File: config.mk
export PLATFORM = sky130hd
export DESIGN_NAME = trackball_quad_encoder
export DESIGN_NICKNAME = d
export VERILOG_FILES = /design/src/rtl/trackball_quad_encoder_pkg.sv /design/src/rtl/trackball_quad_encoder_quad_axis.sv /design/src/rtl/trackball_quad_encoder.sv
export SDC_FILE = /design/constraint.sdc
export NUM_CORES = 1
export LEC_CHECK = 0
export CORE_MARGIN = 4
export CORE_UTILIZATION = 54
export CTS_CLUSTER_DIAMETER = 60
export DETAILED_ROUTE_END_ITERATION = 16
export PLACE_DENSITY = 0.84
export SYNTH_ARGS = -nofsm -noshare
export SYNTH_HDL_FRONTEND = slang
export SYNTH_SLANG_ARGS = --single-unit
File: constraint.sdc
create_clock -name clk -period 5 [get_ports clk]
set_input_delay 1 -clock clk [delete_from_list [all_inputs] [get_ports clk]]
set_output_delay 1 -clock clk [all_outputs]
set_load 0.01 [all_outputs]
File: src/rtl/trackball_quad_encoder_pkg.sv
`default_nettype none
// ============================================================================
//  Module      : trackball_pkg
//  Description : Shared constants and helpers for the trackball quadrature
//                encoder: gray lookup, pending-count limit, saturation.
//  Revision    : 1.0  initial release
// ============================================================================
package trackball_pkg;

    // Default accumulator width and its symmetric magnitude limit
    localparam int PEND_W_DEFAULT = 10;
    localparam int PEND_MAX       = (1 << (PEND_W_DEFAULT - 1)) - 1;

    // Phase 0..3 to {A,B}; walking forward gives 00->01->11->10
    localparam logic [1:0] GRAY_SEQ [4] = '{2'b00, 2'b01, 2'b11, 2'b10};

    // Largest magnitude a signed accumulator of the given width may hold.
    // The most negative code is excluded so the range stays symmetric.
    function automatic int pend_max(input int width);
        return (1 << (width - 1)) - 1;
    endfunction

    // Clamp a sign-extended sum into [-lim, +lim]
    function automatic logic signed [31:0] sat_pend(input logic signed [31:0] sum,
                                                    input int                 lim);
        logic signed [31:0] res;
        if (sum > lim)
            res = lim;
        else if (sum < -lim)
            res = -lim;
        else
            res = sum;
        return res;
    endfunction

endpackage
`default_nettype wire

File: src/rtl/trackball_quad_encoder_quad_axis.sv
`default_nettype none
// ============================================================================
//  Module      : quad_axis
//  Description : One trackball axis. Accumulates mouse and joystick motion
//                into a saturating signed pending count and drains it one
//                gray-code step per tick onto a registered {A,B} pair.
//  Revision    : 1.0  initial release
// ============================================================================
module quad_axis
    import trackball_pkg::*;
#(
    parameter int PEND_W = 10
) (
    input  logic              clk_i,
    input  logic              rst_ni,
    input  logic              en_i,
    input  logic              tick_i,
    input  logic              joy_evt_i,
    input  logic              joy_pos_i,
    input  logic              joy_neg_i,
    input  logic              stb_i,
    input  logic signed [8:0] delta_i,
    output logic [1:0]        quad_o,
    output logic              pend_nz_o
);

    // Two guard bits: pending + delta + joy - step can never wrap
    localparam int SUM_W = PEND_W + 2;
    localparam int LIM   = pend_max(PEND_W);

    logic signed [PEND_W-1:0] pend_q, pend_d;
    logic [1:0]               phase_q, phase_d;
    logic [1:0]               quad_q, quad_d;

    logic                     step_up, step_dn;
    logic signed [SUM_W-1:0]  w_pend_ext, w_delta, w_joy, w_step, w_sum;
    logic signed [31:0]       w_sum32;

    // Next pending count, phase and gray output; all three sources apply together
    always_comb begin
        step_up    = en_i && tick_i && !pend_q[PEND_W-1] && (pend_q != '0);
        step_dn    = en_i && tick_i &&  pend_q[PEND_W-1];

        w_pend_ext = {{2{pend_q[PEND_W-1]}}, pend_q};
        w_delta    = stb_i ? {{(SUM_W-9){delta_i[8]}}, delta_i} : '0;

        w_joy      = '0;
        if (joy_evt_i && joy_pos_i && !joy_neg_i)
            w_joy = SUM_W'(1);
        else if (joy_evt_i && joy_neg_i && !joy_pos_i)
            w_joy = '1;

        w_step     = '0;
        if (step_up)
            w_step = SUM_W'(1);
        else if (step_dn)
            w_step = '1;

        w_sum      = w_pend_ext + w_delta + w_joy - w_step;
        w_sum32    = {{(32-SUM_W){w_sum[SUM_W-1]}}, w_sum};

        pend_d     = en_i ? PEND_W'(sat_pend(w_sum32, LIM)) : '0;

        phase_d    = phase_q;
        if (step_up)
            phase_d = phase_q + 2'd1;
        else if (step_dn)
            phase_d = phase_q - 2'd1;

        quad_d     = GRAY_SEQ[phase_d];
    end

    // Axis state; quad follows the new phase on the same edge the step is taken
    always_ff @(posedge clk_i or negedge rst_ni) begin
        if (!rst_ni) begin
            pend_q  <= '0;
            phase_q <= 2'd0;
            quad_q  <= 2'b00;
        end else begin
            pend_q  <= pend_d;
            phase_q <= phase_d;
            quad_q  <= quad_d;
        end
    end

    assign quad_o    = quad_q;
    assign pend_nz_o = (pend_d != '0);

endmodule
`default_nettype wire

File: src/rtl/trackball_quad_encoder.sv
`default_nettype none
// ============================================================================
//  Module      : trackball_quad_encoder
//  Description : Converts joystick directions and PS/2 mouse deltas into
//                paced X/Y quadrature pairs for the trackball counters.
//  Revision    : 1.0  initial release
// ============================================================================
module trackball_quad_encoder #(
    parameter int TICK_DIV = 2000,
    parameter int JOY_DIV  = 4,
    parameter int PEND_W   = 10
) (
    input  logic              clk,
    input  logic              reset_n,
    input  logic              en,
    input  logic              joy_r,
    input  logic              joy_l,
    input  logic              joy_d,
    input  logic              joy_u,
    input  logic              mouse_stb,
    input  logic signed [8:0] mouse_dx,
    input  logic signed [8:0] mouse_dy,
    output logic [1:0]        quad_x,
    output logic [1:0]        quad_y,
    output logic              busy
);

    localparam int TCNT_W = $clog2(TICK_DIV);
    localparam int JCNT_W = (JOY_DIV > 1) ? $clog2(JOY_DIV) : 1;

    logic [TCNT_W-1:0] tick_cnt_q;
    logic [JCNT_W-1:0] joy_cnt_q;
    logic              w_tick, w_joy_evt, w_stb;
    logic              w_nz_x, w_nz_y;
    logic              busy_q;

    assign w_tick    = en && (tick_cnt_q == TCNT_W'(TICK_DIV - 1));
    assign w_joy_evt = w_tick && (joy_cnt_q == JCNT_W'(JOY_DIV - 1));
    assign w_stb     = en && mouse_stb;

    // Step-rate divider, parked at zero while disabled
    always_ff @(posedge clk or negedge reset_n) begin
        if (!reset_n)
            tick_cnt_q <= '0;
        else if (!en || w_tick)
            tick_cnt_q <= '0;
        else
            tick_cnt_q <= tick_cnt_q + 1'b1;
    end

    // Joystick-rate divider counting step ticks
    always_ff @(posedge clk or negedge reset_n) begin
        if (!reset_n)
            joy_cnt_q <= '0;
        else if (!en || w_joy_evt)
            joy_cnt_q <= '0;
        else if (w_tick)
            joy_cnt_q <= joy_cnt_q + 1'b1;
    end

    quad_axis #(.PEND_W(PEND_W)) u_axis_x (
        .clk_i     (clk),
        .rst_ni    (reset_n),
        .en_i      (en),
        .tick_i    (w_tick),
        .joy_evt_i (w_joy_evt),
        .joy_pos_i (joy_r),
        .joy_neg_i (joy_l),
        .stb_i     (w_stb),
        .delta_i   (mouse_dx),
        .quad_o    (quad_x),
        .pend_nz_o (w_nz_x)
    );

    quad_axis #(.PEND_W(PEND_W)) u_axis_y (
        .clk_i     (clk),
        .rst_ni    (reset_n),
        .en_i      (en),
        .tick_i    (w_tick),
        .joy_evt_i (w_joy_evt),
        .joy_pos_i (joy_d),
        .joy_neg_i (joy_u),
        .stb_i     (w_stb),
        .delta_i   (mouse_dy),
        .quad_o    (quad_y),
        .pend_nz_o (w_nz_y)
    );

    // Busy registered from next-state pending so it lines up with the accumulators
    always_ff @(posedge clk or negedge reset_n) begin
        if (!reset_n)
            busy_q <= 1'b0;
        else
            busy_q <= w_nz_x || w_nz_y;
    end

    assign busy = busy_q;

endmodule
`default_nettype wire

-- After elaboration in Yosys (flattened, before gate mapping)
Index checks and enable logic that the tools add are counted.
- mux-type cells: 29
- add/sub/neg operators: 12
- reduce and logical (&&, ||, !) cells: 33
- equality and inequality tests: 2
- $lt $le $gt $ge: 6
- bitwise logic cells: 2
- operators by type and width (kind ; number):
    12-bit 2-to-1 mux ; 10
    10-bit 2-to-1 mux ; 6
    10-bit nonzero test ; 4
    10-bit by 12-bit adder with 12-bit output ; 2
    12-bit adder ; 2
    12-bit by 10-bit > comparator with 1-bit output, second input constant ; 2
    12-bit by 10-bit less-than comparator with 1-bit output, second input constant ; 2
    12-bit subtractor ; 2
    2-bit 2-to-1 mux ; 10
    1-bit logical AND ; 18
    11-bit by 1-bit adder with 11-bit output, second input constant ; 1
    11-bit == test, second input constant ; 1
    11-bit 2-to-1 mux ; 1
    2-bit binary-select mux with 2-bit select ; 2
    1-bit zero test ; 7
    2-bit by 1-bit adder with 2-bit output, second input constant ; 3
    3-bit >= comparator, second input constant ; 2
    2-bit NOT with 3-bit output ; 2
    2-bit by 1-bit subtractor with 2-bit output, second input constant ; 2
    1-bit logical OR ; 3
    2-bit == test, second input constant ; 1
    2-bit nonzero test ; 1
- word-level logic and storage cells: 93
- register bits: 42
- bits of input ports: 26
- output and inout bits: 5

-- Depth between registers and ports, before layout
- word-level depth: 15
- mapped depth: 22
- mapped depth without buffers: 21

-- Cells and area by module
Synthesis repeated with hierarchy kept, for this count alone.
- cells, all modules: 458
- area total of the unflattened synthesis: 4224.1 um2
- by module, submodules not included (module ; times used ; sequential area each (um2) ; cells each ; area an instance (um2)):
    quad_axis (u_axis_y) ; 1 ; 325.3 ; 190 ; 1756.7
    quad_axis (u_axis_x) ; 1 ; 325.3 ; 192 ; 1715.4
    trackball_quad_encoder ; 1 ; 350.3 ; 76 ; 752.0

-- Worst setup path before layout
Ideal clock, no wire load.
- path type: input -> register
- start: input en
- end: register u_axis_x.pend_q[7]
- path slack: -0.574 ns
- buffers on the path: 0
- setup time: 0.135 ns
- data arrival time: 5.439 ns
- data required time: 4.865 ns
- stages: 20
- path through: inv_1 nor4_1 and2_1 nand3b_1 inv_1 fa_1 inv_1 fa_1 inv_1 ha_1 inv_1 fa_1 nor2b_1 o22ai_1 xnor2_1 or4_1 or4_4 and3_4 o21ai_4 o21ai_1
- cells in the longest elaborated chain, start to end: 12
- elaborated cells on any way between the ends: 24
- classes of those cells: 3 x add/sub; 2 x order compare; 8 x mux; 11 x reduce/logical
- RTL lines (element ; line ; text):
    from (decl) ; trackball_quad_encoder.sv:15 ; input logic en,
    parallel branches: the longest is 11 deep, another holds 10-bit by 12-bit adder with 12-bit output ; -- ;
    10-bit 2-to-1 mux * ; trackball_quad_encoder_quad_axis.sv:62 ; pend_d = en_i ? PEND_W'(sat_pend(w_sum32, LIM)) : '0;
    net u_axis_x.pend_d[7] ; trackball_quad_encoder_quad_axis.sv:31 ; logic signed [PEND_W-1:0] pend_q, pend_d;
    to (signal assigned) ; trackball_quad_encoder_quad_axis.sv:80 ; pend_q <= pend_d;
    to (decl) ; trackball_quad_encoder_quad_axis.sv:31 ;
Mark *: on every way through the listed nets, which the timed path passes.
A chain may end at the register's enable or synchronous reset.

-- Worst setup path in the final report
- start: input en
- end: register busy_q (netlist: busy)
- cells in the longest elaborated chain, start to end: 14
- elaborated cells on any way between the ends: 47
- classes of those cells: 6 x add/sub; 4 x order compare; 16 x mux; 21 x reduce/logical
- RTL lines (element ; line ; text):
    parallel branches: the longest is 11 deep, another holds 10-bit by 12-bit adder with 12-bit output ; -- ;
    10-bit 2-to-1 mux * ; trackball_quad_encoder_quad_axis.sv:62 ;
    net u_axis_y.pend_d[0] ; trackball_quad_encoder_quad_axis.sv:31 ;
    10-bit nonzero test * ; trackball_quad_encoder_quad_axis.sv:87 ; assign pend_nz_o = (pend_d != '0);
    1-bit logical OR * ; trackball_quad_encoder.sv:94 ; busy_q <= w_nz_x || w_nz_y;
    to (signal assigned) ; trackball_quad_encoder.sv:94 ;
    to (decl) ; trackball_quad_encoder.sv:35 ; logic busy_q;
Marks and branches as above.

==> results.txt <==
----------------------------------------------------
[Critical path]
  Startpoint Class ... primary input
  CP endpoint kind ... flop
  Max FO, Critical Path ... 5
  Endpoint arrival time on the critical path ... 5600 ps
  Kind of critical path ... in2reg
  Required time at the worst-slack endpoint ... 5180 ps

[Die]
  Die area ... 9010 µm²
  Initial standard-cell utilization of the core ... 55.9%
  DIE HEIGHT ... 94.9 µm
  Core outline area ... 7290 µm²
  Horizontal extent of the die ... 94.9 µm
  I/O pin total ... 31
  Number of standard-cell rows in the floorplan ... 31

[Timing]
  Max-slew headroom ... 39.8%
  Final count of hold timing violations ... 0
  Maximum clock rate ... 184 MHz
  Fin. max-slew vios ... 0
  Final critical delay including setup and external delays ... 5420 ps
  Setup repair after global routing missed its margin ... yes
  Final clock period utilization by the worst path ... 108%
  Worst clock skew on the final layout ... 16.0 ps
  Transition time at the pin with the least slew margin ... 902 ps
  Setup violation total in the final timing report ... 17
  Final WS setup ... -420 ps

[Route]
  Number of design rule violations left after detail routing ... 0
  Antenna-violating nets left ... 0
  Detailed-routing iteration count for the pre-antenna-repair pass ... 11
  Count of routing violations after the opening detailed-route iteration ... 618
  Wirelength per Cell ... 22.3 µm
  Routed wire length ... 15600 µm
  Vias ... 4543
  Ratio of routed vias to standard cells ... 6.47

[Logic synthesis]
  Cell types with the largest area share after synthesis ... sky130_fd_sc_hd__dfrtp_1, sky130_fd_sc_hd__fa_1, sky130_fd_sc_hd__inv_1
  Synth Net Count ... 550
  Portion of synthesized cell area occupied by the leading cell type ... 24.5%
  Netlist cell types ... 60
  Cells after Synth ... 462
  Post-synthesis register bit count ... 40
  Synth Flop Type ... sky130_fd_sc_hd__dfrtp_1
  Leading cell type by number of instances after synthesis ... sky130_fd_sc_hd__inv_1
  Number of synthesis warnings ... 0
  Most numerous cell types in the synthesized netlist ... sky130_fd_sc_hd__inv_1, sky130_fd_sc_hd__dfrtp_1, sky130_fd_sc_hd__fa_1
  Largest area contributor in the synthesized netlist ... sky130_fd_sc_hd__dfrtp_1
  Mean instance size in the synthesized netlist ... 8.83 µm²
  Part of the Yosys area used for sequential elements ... 24.5%
  Cell area after synthesis ... 4080 µm²
  Post-synth EDFFs ... 0
  FFs w/ async S/R, synth ... 100%

[Clocking]
  Root Buffer ... sky130_fd_sc_hd__clkbuf_8
  Number of clock sinks ... 40
  Clock tree from TritonCTS ... built
  CTS H-tree lvls ... 2
  Clock Latency Late Sink ... 310 ps
  Number of buffers inserted during clock tree synthesis ... 5
  Maximum buffer depth of the clock tree ... 2
  Post-cts hold buffer count ... 0
  Clock-pin slew on the worst setup and hold paths ... 90 ps

[GRT]
  Antenna violations before repair ... 0
  First-pass GRT wire length ... 19900 µm
  Vias in the first global route ... 4292
  Total overflow reported by the global router ... 0
  Total Routing Usage GR ... 28.3%
  Maximum number of pins on one net before global-route repair ... 41

[Cells and area]
  Area Overhead vs Synth ... 41.9%
  Ratio of cells with drive above 1 in the final layout ... 31.7%
  Antenna Diode Count ... 0
  Number of nets at the end of the flow ... 691

[Place]
  Dpl hpwl ... 8650 µm
  Pre-CTS worst setup slack ... -974 ps
  Placer Congestion ... 0.886
  Number of I/O port buffers ... 30

[Outcome]
  Run status ... finished, violations left
  Failing checks ... negative setup slack

[Worst hold path]
  Class of the tightest hold or removal check ... reg2reg

[Job]
  Total of max-cap violations ... 0

----------------------------------------------------
## path summary, 6_finish.rpt
| kind | slack (ps) | start | end | cells after the start |
|---|---|---|---|---|
| worst max-delay path | -420 | en | busy | 22 |
| worst min-delay path | 470 | tick_cnt_q[0] | tick_cnt_q[0] | 1 |
| worst max register to register | -280 | tick_cnt_q[0] | busy | 22 |
| worst min register to register | 470 | tick_cnt_q[0] | tick_cnt_q[0] | 1 |
| max in group asynchronous | 3620 | reset_n | u_axis_x.pend_q[8] | 1 |
| min in group asynchronous | 820 | reset_n | tick_cnt_q[2] | 1 |
## cell usage in the layout (no fill, tap or decap), drive strengths merged, types with 3 or more instances in the layout
master,count
clkdlybuf4s50,23
nand3b,4
nor2b,4
a211oi,3
and3,25
ha,24
o2111ai,4
and2,5
buf,117
nand3,17
o22ai,3
o21ai,15
o211ai,5
a21o,5
clkbuf,5
fa,38
nand2b,8
nand2,27
dfrtp,40
nor3,4
xor2,17
nor4,6
xnor2,12
inv,95
a21oi,20
nand4,3
nor2,30
o31ai,3
dlygate4sd2,5
a41oi,3
## registers in the layout (all words and copies together) (netlist names)
| name | flops |
|---|---|
| joy_cnt_q | 2 |
| u_axis_x.pend_q | 10 |
| u_axis_y.quad_o | 1 |
| busy | 1 |
| u_axis_y.pend_q | 10 |
| u_axis_y.phase_q | 2 |
| u_axis_x.quad_o | 1 |
| u_axis_x.phase_q | 2 |
| tick_cnt_q | 11 |
## critical path, cell delays in order
cell and delay (ps):
sky130_fd_sc_hd__buf_8 90, sky130_fd_sc_hd__inv_8 30, sky130_fd_sc_hd__nor4_4 290, sky130_fd_sc_hd__and2_4 210
sky130_fd_sc_hd__nand3b_1 210, sky130_fd_sc_hd__inv_2 150, sky130_fd_sc_hd__buf_4 120, sky130_fd_sc_hd__buf_4 160
sky130_fd_sc_hd__fa_1 430, sky130_fd_sc_hd__inv_1 80, sky130_fd_sc_hd__fa_1 420, sky130_fd_sc_hd__inv_1 110
sky130_fd_sc_hd__ha_4 230, sky130_fd_sc_hd__nand3_1 230, sky130_fd_sc_hd__a21oi_4 120, sky130_fd_sc_hd__o311ai_1 410
sky130_fd_sc_hd__buf_4 220, sky130_fd_sc_hd__and3_1 250, sky130_fd_sc_hd__o2111a_1 290, sky130_fd_sc_hd__a221oi_2 100
sky130_fd_sc_hd__a2111oi_2 310, sky130_fd_sc_hd__nand3b_1 140
## through the flow
step                setup TNS [ps]  hold slack [ps]  util, %  area, µm²  std cells
CTS                              0              482     75.0       5470        692
detailed placement          -14210              471     71.3       5200        675
floorplan                     -749              433        -       4120        462
finish                       -3130              471     79.4       5790        702
global route                 -4720              512     79.4       5790        702
global placement            -11500              446     71.3       5200        675
## per-layer routing
metal | wire length, µm | part of all wire [%] | up-vias | track usage, %
met3 | 1840 | 12 | 140 | 6.14
met2 | 7240 | 46 | 417 | 48.9
met5 | 0 | 0 | - | 0
li1 | - | - | 1826 | -
met4 | 1180 | 7.5 | 0 | 10.6
met1 | 5380 | 34 | 2160 | 34.6
## cell families (layout without fill, tap and decap cells)
logic type | count (synthesis) | in the layout | synth area share (%)
xor gates and xnor gates | 29 | 29 | 6.23
and+or+nand+nor | 143 | 143 | 18.6
AOI/OAI and AO/OA | 81 | 81 | 14.4
buffers and inverters | 106 | 247 | 9.97
muxes | 1 | 1 | 0.245
adders and majority gates | 62 | 62 | 26.0
DFF | 40 | 40 | 24.5
## timing repair
item	4_1_cts	5_1_grt
gates cloned	0	0
gates resized for setup	35	50
buffers inserted	10	12
setup endpoints to repair	19	17
pin swaps	13	35
## cell type report
type                            instances  area (µm²)
Tap cell                               99         124
Multi-Input combinational cell        316        3040
Inverter                               95         367
Timing Repair Buffer                  145        1170
Clock buffer                            5        68.8
Clock inverter                          2        12.5
Sequential cell                        40        1000
Fill cell                             408        1510
Power is left out: the tool's default activity adds up to more than one toggle a clock period on the data nets, which glitch-free logic cannot reach.
